`src/rtl/pipe_stall_ctrl.sv`:
```
// Hazard/stall controller for the 5-stage pipeline: priority stall vector, wrong-path
// fetch discard tracking and stall watchdog. Define STALL_PERF_EN for per-state cycle counters.
module pipe_stall_ctrl #(
  parameter int MAX_WAIT = 64,
  parameter int CNT_W    = 8
) (
  input  logic        clk,
  input  logic        rst,
  input  logic        if_stall_req,
  input  logic        id_stall_req,
  input  logic        mem_stall_req,
  input  logic        ex_b_flag,
  output logic [5:0]  stall,
  output logic        if_discard,
  output logic        hang_err,
  output logic [2:0]  ctrl_state
`ifdef STALL_PERF_EN
  ,
  output logic [31:0] perf_mem_cyc,
  output logic [31:0] perf_lu_cyc,
  output logic [31:0] perf_if_cyc
`endif
);

  typedef enum logic [2:0] {
    RUN       = 3'd0,
    IF_WAIT   = 3'd1,
    LU_BUBBLE = 3'd2,
    MEM_WAIT  = 3'd3,
    REDIRECT  = 3'd4
  } state_e;

  localparam logic [CNT_W-1:0] MAX_CNT = CNT_W'(MAX_WAIT);

  state_e           state_q, state_d;
  logic             pend_q, pend_d;
  logic [CNT_W-1:0] cnt_q, cnt_d;
  logic             hang_q, hang_d;
  logic [5:0]       stall_raw;

  always_comb begin
    stall_raw = 6'b000000;
    if (mem_stall_req)     stall_raw = 6'b011111;
    else if (id_stall_req) stall_raw = 6'b000111;
    else if (if_stall_req) stall_raw = 6'b000011;
  end

  // Reset must take the stall vector down immediately, not at the next edge.
  assign stall      = rst ? stall_raw : 6'b000000;
  assign if_discard = rst & pend_q & ~if_stall_req;
  assign hang_err   = hang_q;
  assign ctrl_state = state_q;

  // A branch during a MEM stall is re-presented later, so it cannot arm the discard.
  always_comb begin
    pend_d = pend_q;
    if (pend_q && !if_stall_req)
      pend_d = 1'b0;
    else if (ex_b_flag && !mem_stall_req && if_stall_req)
      pend_d = 1'b1;
  end

  always_comb begin
    state_d = RUN;
    if (mem_stall_req)     state_d = MEM_WAIT;
    else if (id_stall_req) state_d = LU_BUBBLE;
    else if (if_stall_req) state_d = pend_d ? REDIRECT : IF_WAIT;
  end

  always_comb begin
    cnt_d = '0;
    if (stall != 6'b000000)
      cnt_d = (cnt_q == MAX_CNT) ? cnt_q : cnt_q + 1'b1;
    hang_d = hang_q | (cnt_d == MAX_CNT);
  end

  always_ff @(posedge clk or negedge rst) begin
    if (!rst) begin
      state_q <= RUN;
      pend_q  <= 1'b0;
      cnt_q   <= '0;
      hang_q  <= 1'b0;
    end else begin
      state_q <= state_d;
      pend_q  <= pend_d;
      cnt_q   <= cnt_d;
      hang_q  <= hang_d;
    end
  end

`ifdef STALL_PERF_EN
  logic [31:0] pmem_q, plu_q, pif_q;

  always_ff @(posedge clk or negedge rst) begin
    if (!rst) begin
      pmem_q <= '0;
      plu_q  <= '0;
      pif_q  <= '0;
    end else begin
      if (state_q == MEM_WAIT)  pmem_q <= pmem_q + 32'd1;
      if (state_q == LU_BUBBLE) plu_q  <= plu_q + 32'd1;
      if (state_q == IF_WAIT || state_q == REDIRECT) pif_q <= pif_q + 32'd1;
    end
  end

  assign perf_mem_cyc = pmem_q;
  assign perf_lu_cyc  = plu_q;
  assign perf_if_cyc  = pif_q;
`endif

endmodule

```
`config.mk`:
```
export PLATFORM = sky130hd
export DESIGN_NAME = pipe_stall_ctrl
export DESIGN_NICKNAME = d
export VERILOG_FILES = /design/src/rtl/pipe_stall_ctrl.sv
export SDC_FILE = /design/constraint.sdc
export NUM_CORES = 1
export LEC_CHECK = 0
export BUFFER_PORTS_ARGS = -buffer_cell sky130_fd_sc_hd__clkbuf_2
export CAP_MARGIN = 30
export CORE_UTILIZATION = 40
export CTS_BUF_LIST = sky130_fd_sc_hd__clkbuf_16
export DETAILED_ROUTE_END_ITERATION = 8
export REMOVE_ABC_BUFFERS = 1
export SLEW_MARGIN = 20
export SYNTH_ARGS = -nofsm -noshare
export SYNTH_HDL_FRONTEND = slang
export SYNTH_SLANG_ARGS = --single-unit
export TNS_END_PERCENT = 100
```
`constraint.sdc`:
```
create_clock -name clk -period 2.3 [get_ports clk]
set_clock_uncertainty 0.2 [all_clocks]
set_input_delay 0.46 -clock clk [delete_from_list [all_inputs] [get_ports clk]]
set_output_delay 0.46 -clock clk [all_outputs]
set_load 0.05 [all_outputs]
```
==> results.md <==
- Top cells by area, synth: dfrtp_1, nor2_1, xnor2_1
- # rows: 15
- Final WL: 1270 µm
- Synth Flop Type: dfrtp_1
- Switching share of power: ~25%
- CP Data Arrival Time: ~1400 ps
- Slowest CP cell: or2_4
- Int Pwr: between 400 and 500 µW
- Post-DP Area: 837 µm²
- Vias/cell: approximately 4.7
- Final setup margin: approximately 220 ps
- CTS tree: done
- DR WL/cell: 10.7 µm
- Post-synthesis cell type count: 32
- Slowest stage delay, CP: 270 ps
- Worst Path Required: approximately 1600 ps
- Sequential fraction of design power: 37.8%
- Pleak: between 0.4 and 0.5 nW
- Crit-path max FO: 6
- CTS Buffer Depth: 2
- Vias in the first global route: 487
- Register area share after synthesis: 43.6%
- Fraction of layout cells with a size suffix above 1: 33.0%
- Max-cap violations: 0
- CP most frequent cell: clkbuf_2
- Clock Latency Late Sink: about 240 ps
- Initial Util: 42.7%
- Min-Delay Path Class: input port to async pin
- Synth Cell Area: around 750 µm²
- Design Power: 657 µW
- Count leader, synth: dfrtp_1
- Die area: 2040 µm²
- Synth top area share: approximately 44%
- Clk pwr share: about half
- Final min period: roughly 2100 ps
- Psw: ~160 µW
- Total CTS buffers: 3
- Die Span Y: ~45 µm
- Hold Fails Final Rpt: 0
- Final max-slew violation count: 0
- Avg Synthesized Cell Area: roughly 9.8 µm²
- RSZ-0062 raised after global routing: no
- Remaining DRCs: 0
- Ys Warns: 0
- Crit path launch type: input port
- Routed Antenna Nets: 0
- Worst-path cell chain: clkbuf_2 -> or2_4 -> o21ai_2 -> inv_1 -> clkbuf_2
- Cell taking the most area after synthesis: dfrtp_1
- Cell class contributing the biggest share of worst-path delay: buffers and inverters
- H-tree depth: 1
- WS Path Type: input port to primary output
- Ports: 17
- Port bufs: 15
- Final worst-path cycle share: 90.2%
- Asr flop ratio synth: 100%
- Maximum VDD drop: 0.000434 V
- Non-filler cells in the finished layout: about 120
- Post-route cell area: 926 µm²
- Setup crit end kind: primary output
- CTS-repair resized insts: 0
- Buf+Inv Stages, Crit Path: 3
- Final net count: just over 100
- Dpl hpwl: between 900 and 1000 µm
- Detailed Routing Iterations Pass 1: 2
- Antenna diode count: 0
- Clock Tree Root: clkbuf_16
- Initial antenna violation count: 0
- Gr ovfl total: 0
- Number of synthesized flops with an enable pin: 0
- Logic pwr share: approximately 14%
- Run status: finished clean
- Tot GR Track Use: between 15 and 20%
- Global-route wire length before repair: 2230 µm
- DR vias: roughly 550
- Clock Sinks: 13
- Synth-to-Final Area Change: 24.2%
- DP Worst Slack: approximately 210 ps
- Placed cell count: 114
- Pin count of the biggest net entering global routing: 9
- Iteration-0 DRC Markers: 3
- Endpoints failing setup: 0
- Post-Syn Instances: 76
- Yosys reg bits: 13
- PwrDens: a little over 700 nW/µm²
- Final RePlAce weighted congestion: a little under 0.8
- Fmax: 482 MHz
- Core area: 1750 µm²
- Layout filler cell count: between 150 and 200
- Die W: about 45 µm
- Setup_tns: 0 ps
- Clock slew at reported path FFs: roughly 40 ps
- Synth top cells by count: dfrtp_1, nor2_1, inv_1, xnor2_1, xor2_1
==> through the flow <==
step,util (%),hold slack (ps)
after floorplan,-,-35.6
after global placement,48.0,142
after detailed placement,48.0,142
after CTS,53.0,14.8
after global routing,53.0,28.0
final,53.0,3.38
==> flip-flops by register name, indices dropped and copies added, names as in the netlist <==
name,count
cnt_q,8
ctrl_state,3
hang_err,1
pend_q,1
==> power by group through the flow <==
| stage | registers (mW) | logic, mW | clock network (mW) |
|---|---|---|---|
| after floorplan | 0.257 | 0.0568 | 0 |
| after global placement | 0.251 | 0.0915 | 0 |
| after detailed placement | 0.251 | 0.0910 | 0 |
| after CTS | 0.248 | 0.0932 | 0.323 |
| after global routing | 0.249 | 0.102 | 0.338 |
| final | 0.248 | 0.0921 | 0.316 |
==> final cells by class <==
cell class | instances | area [µm²] | area share [%]
tap | 25 | 31.3 | 3.38
clock buffer | 3 | 75.1 | 8.11
multi-input combinational | 55 | 379 | 40.9
sequential | 13 | 325 | 35.1
clock inverter | 1 | 3.75 | 0.405
timing repair buffer | 17 | 92.6 | 10.0
inverter | 5 | 18.8 | 2.03
==> worst paths after layout <==
check	slack, ps	from	cells after the start	endpoint
max in group asynchronous	1120	rst	2	cnt_q[6]
min	3	rst	2	ctrl_state[1]
max reg2reg	450	cnt_q[0]	6	hang_err
min in group clk	260	mem_stall_req	2	ctrl_state[0]
min reg2reg	260	hang_err	2	hang_err
max	220	mem_stall_req	5	stall[1]
==> logic make-up (layout without fill, tap and decap cells) <==
kind of cell,after synthesis,count (layout),synth area share [%]
compound gates,10,10,9.40
xor+xnor,8,8,9.40
fa+ha+maj,2,2,3.36
buf+inv,8,26,5.54
flops,13,13,43.6
other cells,1,1,0.503
simple gates,34,34,28.2
==> what timing repair did <==
action / in CTS / in global routing
hold buffers: 1 / 0
setup buffers: 0 / 0
hold endpoints to repair: 7 / 0
==> layout by cell type, fill, tap and decap left out, types with 2 or more instances in the layout <==
cell,n
xor2_1,4
xnor2_1,4
or2_2,2
nor2_1,11
nand3_2,2
clkbuf_16,3
nor2b_1,2
and2_1,2
nand2_1,3
ha_1,2
nand3_1,2
clkbuf_2,15
a21oi_1,2
inv_1,6
dfrtp_1,13
a31oi_1,2
==> per-layer routing <==
| metal | part of all wire [%] | vias to the layer above | track usage [%] |
|---|---|---|---|
| met2 | 43 | 8 | 21.7 |
| li1 | - | 285 | - |
| met3 | 3.8 | 4 | 7.60 |
| met4 | 2.6 | 0 | 9.09 |
| met1 | 50 | 257 | 21.2 |
| met5 | 0 | - | 0 |
(Power assumes the default switching activity.)
